`src/rtl/pkt_prio_sched.sv`:
```
// pkt_prio_sched: weighted round-robin scheduler draining per-class FIFOs
// into a single registered valid/ready egress port.
// Optional build macro PRIO_SCHED_STRICT_EN makes class 0 (prior 1)
// strict-priority and removes it from the round-robin rotation.
//
// state   | meaning
// --------+------------------------------------------------------------
// S_IDLE  | no rotation class holds data; next arrival restarts search
// S_SERVE | ptr_q is the class being served, credit_q pops remain
module pkt_prio_sched #(
   parameter int DWIDTH      = 32,
   parameter int PRIOR_WIDTH = 6,
   parameter int NUM_CLASS   = 7,
   parameter int QDEPTH      = 4,
   parameter int WWIDTH      = 4
) (
   input  logic                          clk,
   input  logic                          rst,
   input  logic                          in_valid,
   output logic                          in_ready,
   input  logic [PRIOR_WIDTH-1:0]        in_prior,
   input  logic [DWIDTH-1:0]             in_data,
   input  logic [NUM_CLASS*WWIDTH-1:0]   cfg_weight,
   output logic                          out_valid,
   input  logic                          out_ready,
   output logic [DWIDTH-1:0]             out_data,
   output logic [PRIOR_WIDTH-1:0]        out_prior,
   output logic [15:0]                   drop_cnt
);

   localparam int CW = (NUM_CLASS > 1) ? $clog2(NUM_CLASS) : 1;
   localparam int AW = $clog2(QDEPTH);
   localparam int NW = AW + 1;

   localparam logic [0:0] S_IDLE  = 1'b0;
   localparam logic [0:0] S_SERVE = 1'b1;

`ifdef PRIO_SCHED_STRICT_EN
   localparam logic [NUM_CLASS-1:0] ROT_MASK = ~NUM_CLASS'(1);
`else
   localparam logic [NUM_CLASS-1:0] ROT_MASK = '1;
`endif

   logic [DWIDTH-1:0]      mem_q    [NUM_CLASS][QDEPTH];
   logic [AW-1:0]          wr_ptr_q [NUM_CLASS];
   logic [AW-1:0]          rd_ptr_q [NUM_CLASS];
   logic [NW-1:0]          cnt_q    [NUM_CLASS];
   logic [NW-1:0]          cnt_d    [NUM_CLASS];

   logic [NUM_CLASS-1:0]   full, nempty, rot_ne, rot_ne_d, push, pop;
   logic                   prior_ok, drop;
   logic [CW-1:0]          in_cls;

   logic [0:0]             state_q, state_d;
   logic [CW-1:0]          ptr_q, ptr_d;
   logic [WWIDTH-1:0]      credit_q, credit_d;

   logic                   load_en, strict_pop, wrr_pop, cand_vld, nxt_vld;
   logic [CW-1:0]          cand, nxt, pop_cls;
   logic [WWIDTH-1:0]      credit_use, credit_left;

   logic                   out_valid_q;
   logic [DWIDTH-1:0]      out_data_q;
   logic [PRIOR_WIDTH-1:0] out_prior_q;
   logic [15:0]            drop_cnt_q;

   // A weight of zero would stall a class forever, so it serves as one.
   function automatic logic [WWIDTH-1:0] eff_weight(
      input logic [NUM_CLASS*WWIDTH-1:0] wv,
      input logic [CW-1:0]               c
   );
      logic [WWIDTH-1:0] w;
      w = wv[int'(c)*WWIDTH +: WWIDTH];
      return (w == '0) ? WWIDTH'(1) : w;
   endfunction

   // Input decode: in_ready only looks at in_prior and FIFO occupancy.
   always_comb begin
      prior_ok = (in_prior != '0) && (int'(in_prior) <= NUM_CLASS);
      in_cls   = prior_ok ? CW'(int'(in_prior) - 1) : '0;
      for (int c = 0; c < NUM_CLASS; c++) begin
         full[c]   = (cnt_q[c] == NW'(QDEPTH));
         nempty[c] = (cnt_q[c] != '0);
      end
      in_ready = prior_ok ? !full[in_cls] : 1'b1;
      push     = '0;
      if (in_valid && prior_ok && !full[in_cls])
         push[in_cls] = 1'b1;
      drop = in_valid && !prior_ok;
   end

   // Pick the class to serve: the current one while it has data,
   // otherwise the first non-empty class at or after the pointer.
   always_comb begin
      int idx;
      idx        = 0;
      rot_ne     = nempty & ROT_MASK;
      load_en    = !out_valid_q || out_ready;
`ifdef PRIO_SCHED_STRICT_EN
      strict_pop = load_en && nempty[0];
`else
      strict_pop = 1'b0;
`endif
      cand_vld = 1'b0;
      cand     = '0;
      for (int i = NUM_CLASS - 1; i >= 0; i--) begin
         idx = (int'(ptr_q) + i) % NUM_CLASS;
         if (rot_ne[idx]) begin
            cand_vld = 1'b1;
            cand     = CW'(idx);
         end
      end
      credit_use = (state_q == S_SERVE && cand == ptr_q) ? credit_q
                                                         : eff_weight(cfg_weight, cand);
      wrr_pop    = load_en && cand_vld && !strict_pop;
      pop_cls    = strict_pop ? '0 : cand;
      pop        = '0;
      if (strict_pop || wrr_pop)
         pop[pop_cls] = 1'b1;
   end

   // Next-cycle occupancy, used to decide where service goes after a pop.
   always_comb begin
      for (int c = 0; c < NUM_CLASS; c++) begin
         case ({push[c], pop[c]})
            2'b10:   cnt_d[c] = cnt_q[c] + 1'b1;
            2'b01:   cnt_d[c] = cnt_q[c] - 1'b1;
            default: cnt_d[c] = cnt_q[c];
         endcase
         rot_ne_d[c] = (cnt_d[c] != '0) && ROT_MASK[c];
      end
   end

   // Next class after the one just served, wrapping back to itself last.
   always_comb begin
      int idx;
      idx     = 0;
      nxt_vld = 1'b0;
      nxt     = '0;
      for (int i = NUM_CLASS; i >= 1; i--) begin
         idx = (int'(cand) + i) % NUM_CLASS;
         if (rot_ne_d[idx]) begin
            nxt_vld = 1'b1;
            nxt     = CW'(idx);
         end
      end
   end

   // Service FSM next state: credit bookkeeping and class switching.
   always_comb begin
      state_d     = state_q;
      ptr_d       = ptr_q;
      credit_d    = credit_q;
      credit_left = credit_use - 1'b1;
      if (cand_vld) begin
         if (wrr_pop) begin
            if (credit_left == '0 || !rot_ne_d[cand]) begin
               if (nxt_vld) begin
                  state_d  = S_SERVE;
                  ptr_d    = nxt;
                  credit_d = eff_weight(cfg_weight, nxt);
               end else begin
                  state_d  = S_IDLE;
                  ptr_d    = cand;
                  credit_d = '0;
               end
            end else begin
               state_d  = S_SERVE;
               ptr_d    = cand;
               credit_d = credit_left;
            end
         end else begin
            state_d  = S_SERVE;
            ptr_d    = cand;
            credit_d = credit_use;
         end
      end else begin
         state_d  = S_IDLE;
         credit_d = '0;
      end
   end

   // FSM registers.
   always_ff @(posedge clk or negedge rst) begin
      if (!rst) begin
         state_q  <= S_IDLE;
         ptr_q    <= '0;
         credit_q <= '0;
      end else begin
         state_q  <= state_d;
         ptr_q    <= ptr_d;
         credit_q <= credit_d;
      end
   end

   // FIFO pointers and occupancy.
   always_ff @(posedge clk or negedge rst) begin
      if (!rst) begin
         for (int c = 0; c < NUM_CLASS; c++) begin
            wr_ptr_q[c] <= '0;
            rd_ptr_q[c] <= '0;
            cnt_q[c]    <= '0;
         end
      end else begin
         for (int c = 0; c < NUM_CLASS; c++) begin
            if (push[c]) wr_ptr_q[c] <= wr_ptr_q[c] + 1'b1;
            if (pop[c])  rd_ptr_q[c] <= rd_ptr_q[c] + 1'b1;
            cnt_q[c] <= cnt_d[c];
         end
      end
   end

   // FIFO storage; contents need no reset since occupancy gates reads.
   always_ff @(posedge clk) begin
      for (int c = 0; c < NUM_CLASS; c++)
         if (push[c]) mem_q[c][wr_ptr_q[c]] <= in_data;
   end

   // Output register: loads on every opportunity, empties when nothing pops.
   always_ff @(posedge clk or negedge rst) begin
      if (!rst) begin
         out_valid_q <= 1'b0;
         out_data_q  <= '0;
         out_prior_q <= '0;
      end else if (load_en) begin
         if (strict_pop || wrr_pop) begin
            out_valid_q <= 1'b1;
            out_data_q  <= mem_q[pop_cls][rd_ptr_q[pop_cls]];
            out_prior_q <= PRIOR_WIDTH'(int'(pop_cls) + 1);
         end else begin
            out_valid_q <= 1'b0;
         end
      end
   end

   // Saturating count of discarded words.
   always_ff @(posedge clk or negedge rst) begin
      if (!rst)
         drop_cnt_q <= '0;
      else if (drop && drop_cnt_q != 16'hFFFF)
         drop_cnt_q <= drop_cnt_q + 16'd1;
   end

   assign out_valid = out_valid_q;
   assign out_data  = out_data_q;
   assign out_prior = out_prior_q;
   assign drop_cnt  = drop_cnt_q;

endmodule

```
`config.mk`:
```
export PLATFORM = sky130hd
export DESIGN_NAME = pkt_prio_sched
export DESIGN_NICKNAME = d
export VERILOG_FILES = /design/src/rtl/pkt_prio_sched.sv
export SDC_FILE = /design/constraint.sdc
export NUM_CORES = 1
export LEC_CHECK = 0
export ABC_AREA = 0
export CELL_PAD_IN_SITES_DETAIL_PLACEMENT = 1
export CELL_PAD_IN_SITES_GLOBAL_PLACEMENT = 1
export CORE_UTILIZATION = 51
export DETAILED_ROUTE_END_ITERATION = 7
export PLACE_DENSITY_LB_ADDON = 0.2
export SYNTH_ARGS = -nofsm -noshare
export SYNTH_HDL_FRONTEND = slang
export SYNTH_SLANG_ARGS = --single-unit
```
`constraint.sdc`:
```
create_clock -name clk -period 14.48 [get_ports clk]
set_input_delay 2.172 -clock clk [delete_from_list [all_inputs] [get_ports clk]]
set_output_delay 2.172 -clock clk [all_outputs]
set_load 0.05 [all_outputs]
```
# Word level (Yosys, flattened, before mapping)
# Memory sizes are Yosys's and may differ from the RTL's.
# Index checks and enable logic that the tools add are counted.
[word_totals] ff_bits=112 ram_bits=896 latchBits=0 memories=1 romBits=0 wordCells=359 inputBits=70 out_inout_bits=56
[classes] mul=0 n_bitwise=9 n_eq_ne=23 mux=156 div=14 reduce_logical=47 magnitude_cmp=35 addsub=44 n_shift=2
[memory_table] memory="mem_q" depth=7 word_bits=128 rd=1 rd_clocked_by_memory_dff=0 wr=1 line_no="44" source="logic [DWIDTH-1:0] mem_q [NUM_CLASS][QDEPTH];"
[op_table] operator="$mux W128" n=19
[op_table] operator="$reduce_or A128 Y1" n=6
[op_table] operator="$demux W32 S2" n=7
[op_table] operator="$lt A32 B5 Y1 const B" n=14
[op_table] operator="$mod A32 B4 Y32 const B" n=13
[op_table] operator="$mux W32" n=9
[op_table] operator="$mux W3" n=24
[op_table] operator="$bmux W32 S2" n=1
[op_table] operator="$mux W1" n=59
[op_table] operator="$shiftx A28 B6 Y4" n=2
[op_table] operator="$bmux W1 S3" n=16
[op_table] operator="$pmux W3 S2" n=7
[op_table] operator="$reduce_bool A3 Y1" n=14
[op_table] operator="$mod A4 B4 Y32 const B" n=1
[op_table] operator="$add A2 B1 Y2 const B" n=14
[op_table] operator="$add A3 B3 Y4 const B" n=7
[op_table] operator="$mux W4" n=7
[op_table] operator="$ge A3 B3 Y1 const B" n=8
[op_table] operator="$not A2 Y3" n=8
[op_table] operator="$sub A3 B1 Y3 const B" n=8
[op_table] operator="$add A3 B1 Y3 const B" n=7
[op_table] operator="$eq A3 B3 Y1 const B" n=7
[op_table] operator="$lt A3 B1 Y1 const B" n=7
[op_table] operator="$add A16 B1 Y16 const B" n=1
[op_table] operator="other kinds (22)" n=64

# Depth between registers and ports, before layout
[depth] word_depth=37 ltp_mapped=51 ltp_nobuf=39

# Worst setup path before layout
# No wires, ideal clock.
[synth_timing] path_type="reg-to-reg" from="reg ptr_q[0]" to="reg credit_q[0]" t_arrival_ps=10330 path_slack_ps=4047 setup_time_ps=104 t_required_ps=14376 n_path_buf=15 stages_incl_launch_ff=48 path_cell_list="dfrtp_1 -> buf_4 -> inv_2 -> buf_2 -> ha_1 -> buf_4 -> inv_2 -> buf_2 -> ha_1 -> ha_1 -> nor3b_1 -> and3_1 -> o22a_1 -> buf_4 -> mux2i_1 -> a211o_1 -> and3_1 -> and4b_1 -> [12 not listed] -> ha_1 -> nor2b_1 -> nor2b_1 -> nand2b_1 -> or4_4 -> nand3_2 -> nand2_2 -> or3_1 -> a311o_1 -> a2111oi_2 -> a211o_1 -> buf_6 -> a21o_1 -> buf_6 -> nor2_1 -> a221o_1 -> or2_0 -> o41ai_2"
[synth_between] elab_chain_cells=37
[synth_rtl] item="start, declared" line_no="55" source="logic [CW-1:0] ptr_q, ptr_d;"
[synth_rtl] item="start signal, assigned" line_no="191" source="ptr_q <= ptr_d;"
[synth_rtl] item="branches (longest 36 deep; another with $mod A32 B4 Y32)"
[synth_rtl] item="$mux W4 *" line_no="155" source="if (cand_vld) begin"
[synth_rtl] item="net credit_d[0]" line_no="56" source="logic [WWIDTH-1:0] credit_q, credit_d;"
[synth_rtl] item="end signal, assigned" line_no="192" source="credit_q <= credit_d;"
[synth_rtl] item="end, declared" line_no="56"
# Mark *: on every way through the listed nets, which the timed path passes. The select of a mux whose other input is x is not followed.
# A chain may end at the register's enable or synchronous reset.

==> metrics.yaml <==
status: "completed"
r2r-start: "ptr_q[0]"
synthToLayoutAreaGrowth_pct: 12.0
fmax_mhz: 86.0
slew_violations: 0
synthArstFlopShare: 0.109
finClkSkew_ns: 0.0916
die_width_um: 305
setup_violations: 0
crit_top_cell: "ha_1"
grt.total_usage: 0.321
crit_path_start_kind: "flop"
drt_pass1_iterations: 7
antenna_found_initial: 5
wl_um: 151000
grt_pass1_vias: 36083
clkSinkCount: 1006
gp_congestion: 0.938
hold_violations: 0
dp.cells: 5212
timing.final.crit_period_ns: 11.63
endpoint_kind: "flop"
drt-wirelength-per-cell_um: 27.8
synth-edff-count: 896
seqCellArea_mm2: 0.0297
clock_path_buffers: 3
setup_ws_ns: 2.85
cap_violations: 0
syn-instance-count: 4107
drt-initial-drc-count: 3402
ios: 126
ant_nets: 0
die_h_um: 305
clk_latency_ns: 0.73
synth-main-ff-cell: "edfxtp_1"
ys_seq_elements: 1006
slowest_delay_ns: 0.89
cts_setup_buffers: 0
reg2reg_slack_ns: 2.85
hold_end: "out_prior[3]"
rr_worst_depth: 35
hp-start: "out_prior[3]"
hpwl_um: 83200
max_slew_margin: 0.165
critPathKind: "reg2reg"
yosys_warnings: 0
yosysUniqueCellTypes: 123
holdPathStages: 2
cts_hold_buf: 0
vias: 34701
multi_input_area_mm2: 0.0157
hold_path_class: "reg2reg"
rows: 110
root_buffer: "clkbuf_16"
cts_made_buffers: 105
htree_levels: 3
tns_ns: 0
avgSynthCellArea_um2: 11.4
cp.required_ns: 15.06
fill_cells: 9179
post-route-drc-count: 0
tightest_slew_ns: 1.24
yosysSeqAreaShare: 0.635
cp_slowest_cell: "a311oi_2"
r2r-end: "credit_q[0]"
worstPathArrival_ns: 12.21
final_cells: 5410
drive_gt1_frac: 0.0777
cts_tree: "yes"
io_buffers: 123
dpl_worst_slack_ns: 3.04
fin_nets: 4303
worst-path-max-fanout: 47
syn_area_mm2: 0.0467
core_mm2: 0.0904
crit_start: "ptr_q[0]"
vias_per_cell: 6.41
grt_first_pass_wirelength_um: 224000
grt_max_degree: 179
cts_resized: 0
start_util: 0.517
die_area_mm2: 0.0929
clk_pin_slew_ns: 0.06
rsz0062_at_grt: "no"
overflow: 0
post-route-period-util: 0.803
==> cells in the final DEF, fill, tap and decap left out, drive strengths merged, types with 42 or more instances in the layout <==
| cell type | instances |
|---|---|
| inv | 108 |
| clkdlybuf4s50 | 122 |
| a21oi | 255 |
| o21ai | 126 |
| nand3 | 474 |
| nor2 | 119 |
| a31oi | 49 |
| ha | 83 |
| xnor2 | 50 |
| clkinv | 51 |
| clkbuf | 140 |
| dfrtp | 110 |
| nor3 | 45 |
| nand2 | 917 |
| buf | 64 |
| edfxtp | 896 |
| a311oi | 42 |
| a211oi | 117 |
==> per-stage QoR <==
stage / instance area, µm² / utilization / hold WS [ns]
after floorplan: 46700 / - / 0.445
after global placement: 49000 / 0.542 / 0.461
after detailed placement: 49000 / 0.542 / 0.465
after CTS: 52300 / 0.579 / 0.478
after global routing: 52300 / 0.579 / 0.511
final: 52300 / 0.579 / 0.475
==> worst max path at each step <==
| stage | end | slack, ns | cells after the start |
|---|---|---|---|
| finish | credit_q[0] | 2.85 | 35 |
| detailed placement | credit_q[0] | 3.04 | 36 |
| global placement | credit_q[0] | 3.44 | 38 |
| floorplan | credit_q[0] | 4.05 | 47 |
| global route | credit_q[0] | 2.17 | 36 |
| CTS | credit_q[0] | 2.99 | 36 |
==> cell families (layout without fill, tap and decap cells) <==
group	after synthesis	count (layout)	share of synthesized area
XOR/XNOR	76	76	0.0142
AO/OA/AOI/OAI	788	788	0.115
other	1	3	0.0000802
flip-flops	1006	1006	0.635
multiplexers	51	51	0.0136
buffers and inverters	366	491	0.0317
AND/OR/NAND/NOR	1729	1729	0.166
adder cells (fa/ha/maj)	90	90	0.0252
==> metal layers <==
metal	global-route usage	part of all wire	wire length [µm]
met1	0.412	0.40	60000
met2	0.554	0.50	74600
met3	0.0388	0.065	9720
met4	0.133	0.042	6300
met5	0	0	0
==> worst max-delay path, delay by kind of cell, from the launching register on <==
family	cells	cell delay (ns)
compound gates	12	4.21
flops	1	0.48
buf+inv	6	1.54
mux	1	0.29
xor+xnor	2	0.30
fa+ha+maj	7	2.37
simple gates	7	2.29
==> final cells by class <==
cell class                      instances  share of cell area
Sequential cell                      1006               0.567
Tap cell                             1176              0.0281
Inverter                              108             0.00803
Timing Repair Buffer                  186              0.0338
Multi-Input combinational cell       2736               0.300
Antenna cell                            1           0.0000478
Clock inverter                         57             0.00920
Clock buffer                          140              0.0541
==> synth_stat cells, types with 12 or more instances <==
cell | instances | area share
buf_1 | 38 | 0.0031
buf_4 | 12 | 0.0019
and2_1 | 35 | 0.0047
xor2_1 | 26 | 0.0049
o21ai_0 | 117 | 0.013
xnor2_1 | 50 | 0.0094
mux2i_1 | 31 | 0.0066
a211oi_1 | 113 | 0.018
inv_1 | 102 | 0.0082
a21o_1 | 14 | 0.0022
or3_1 | 17 | 0.0023
nor3_1 | 44 | 0.0047
nor2_1 | 114 | 0.0092
buf_2 | 20 | 0.0021
a311oi_1 | 41 | 0.0077
nand3_1 | 472 | 0.051
nand2_1 | 916 | 0.074
nand2b_1 | 17 | 0.0023
ha_1 | 83 | 0.022
edfxtp_1 | 896 | 0.58
a31oi_1 | 48 | 0.0064
dfrtp_1 | 110 | 0.059
a21oi_1 | 250 | 0.027
and3_1 | 29 | 0.0039
o211ai_1 | 28 | 0.0045
clkbuf_1 | 183 | 0.015
==> state kept, by name (all words and copies together), names as in the netlist <==
register	cells
state_q	1
drop_cnt	16
wr_ptr_q	14
rd_ptr_q	14
ptr_q	3
out_valid	1
out_prior	4
out_data	32
mem_q	896
credit_q	4
cnt_q	21
Power is left out: the tool's default activity adds up to more than one toggle a clock period on the data nets, which glitch-free logic cannot reach.
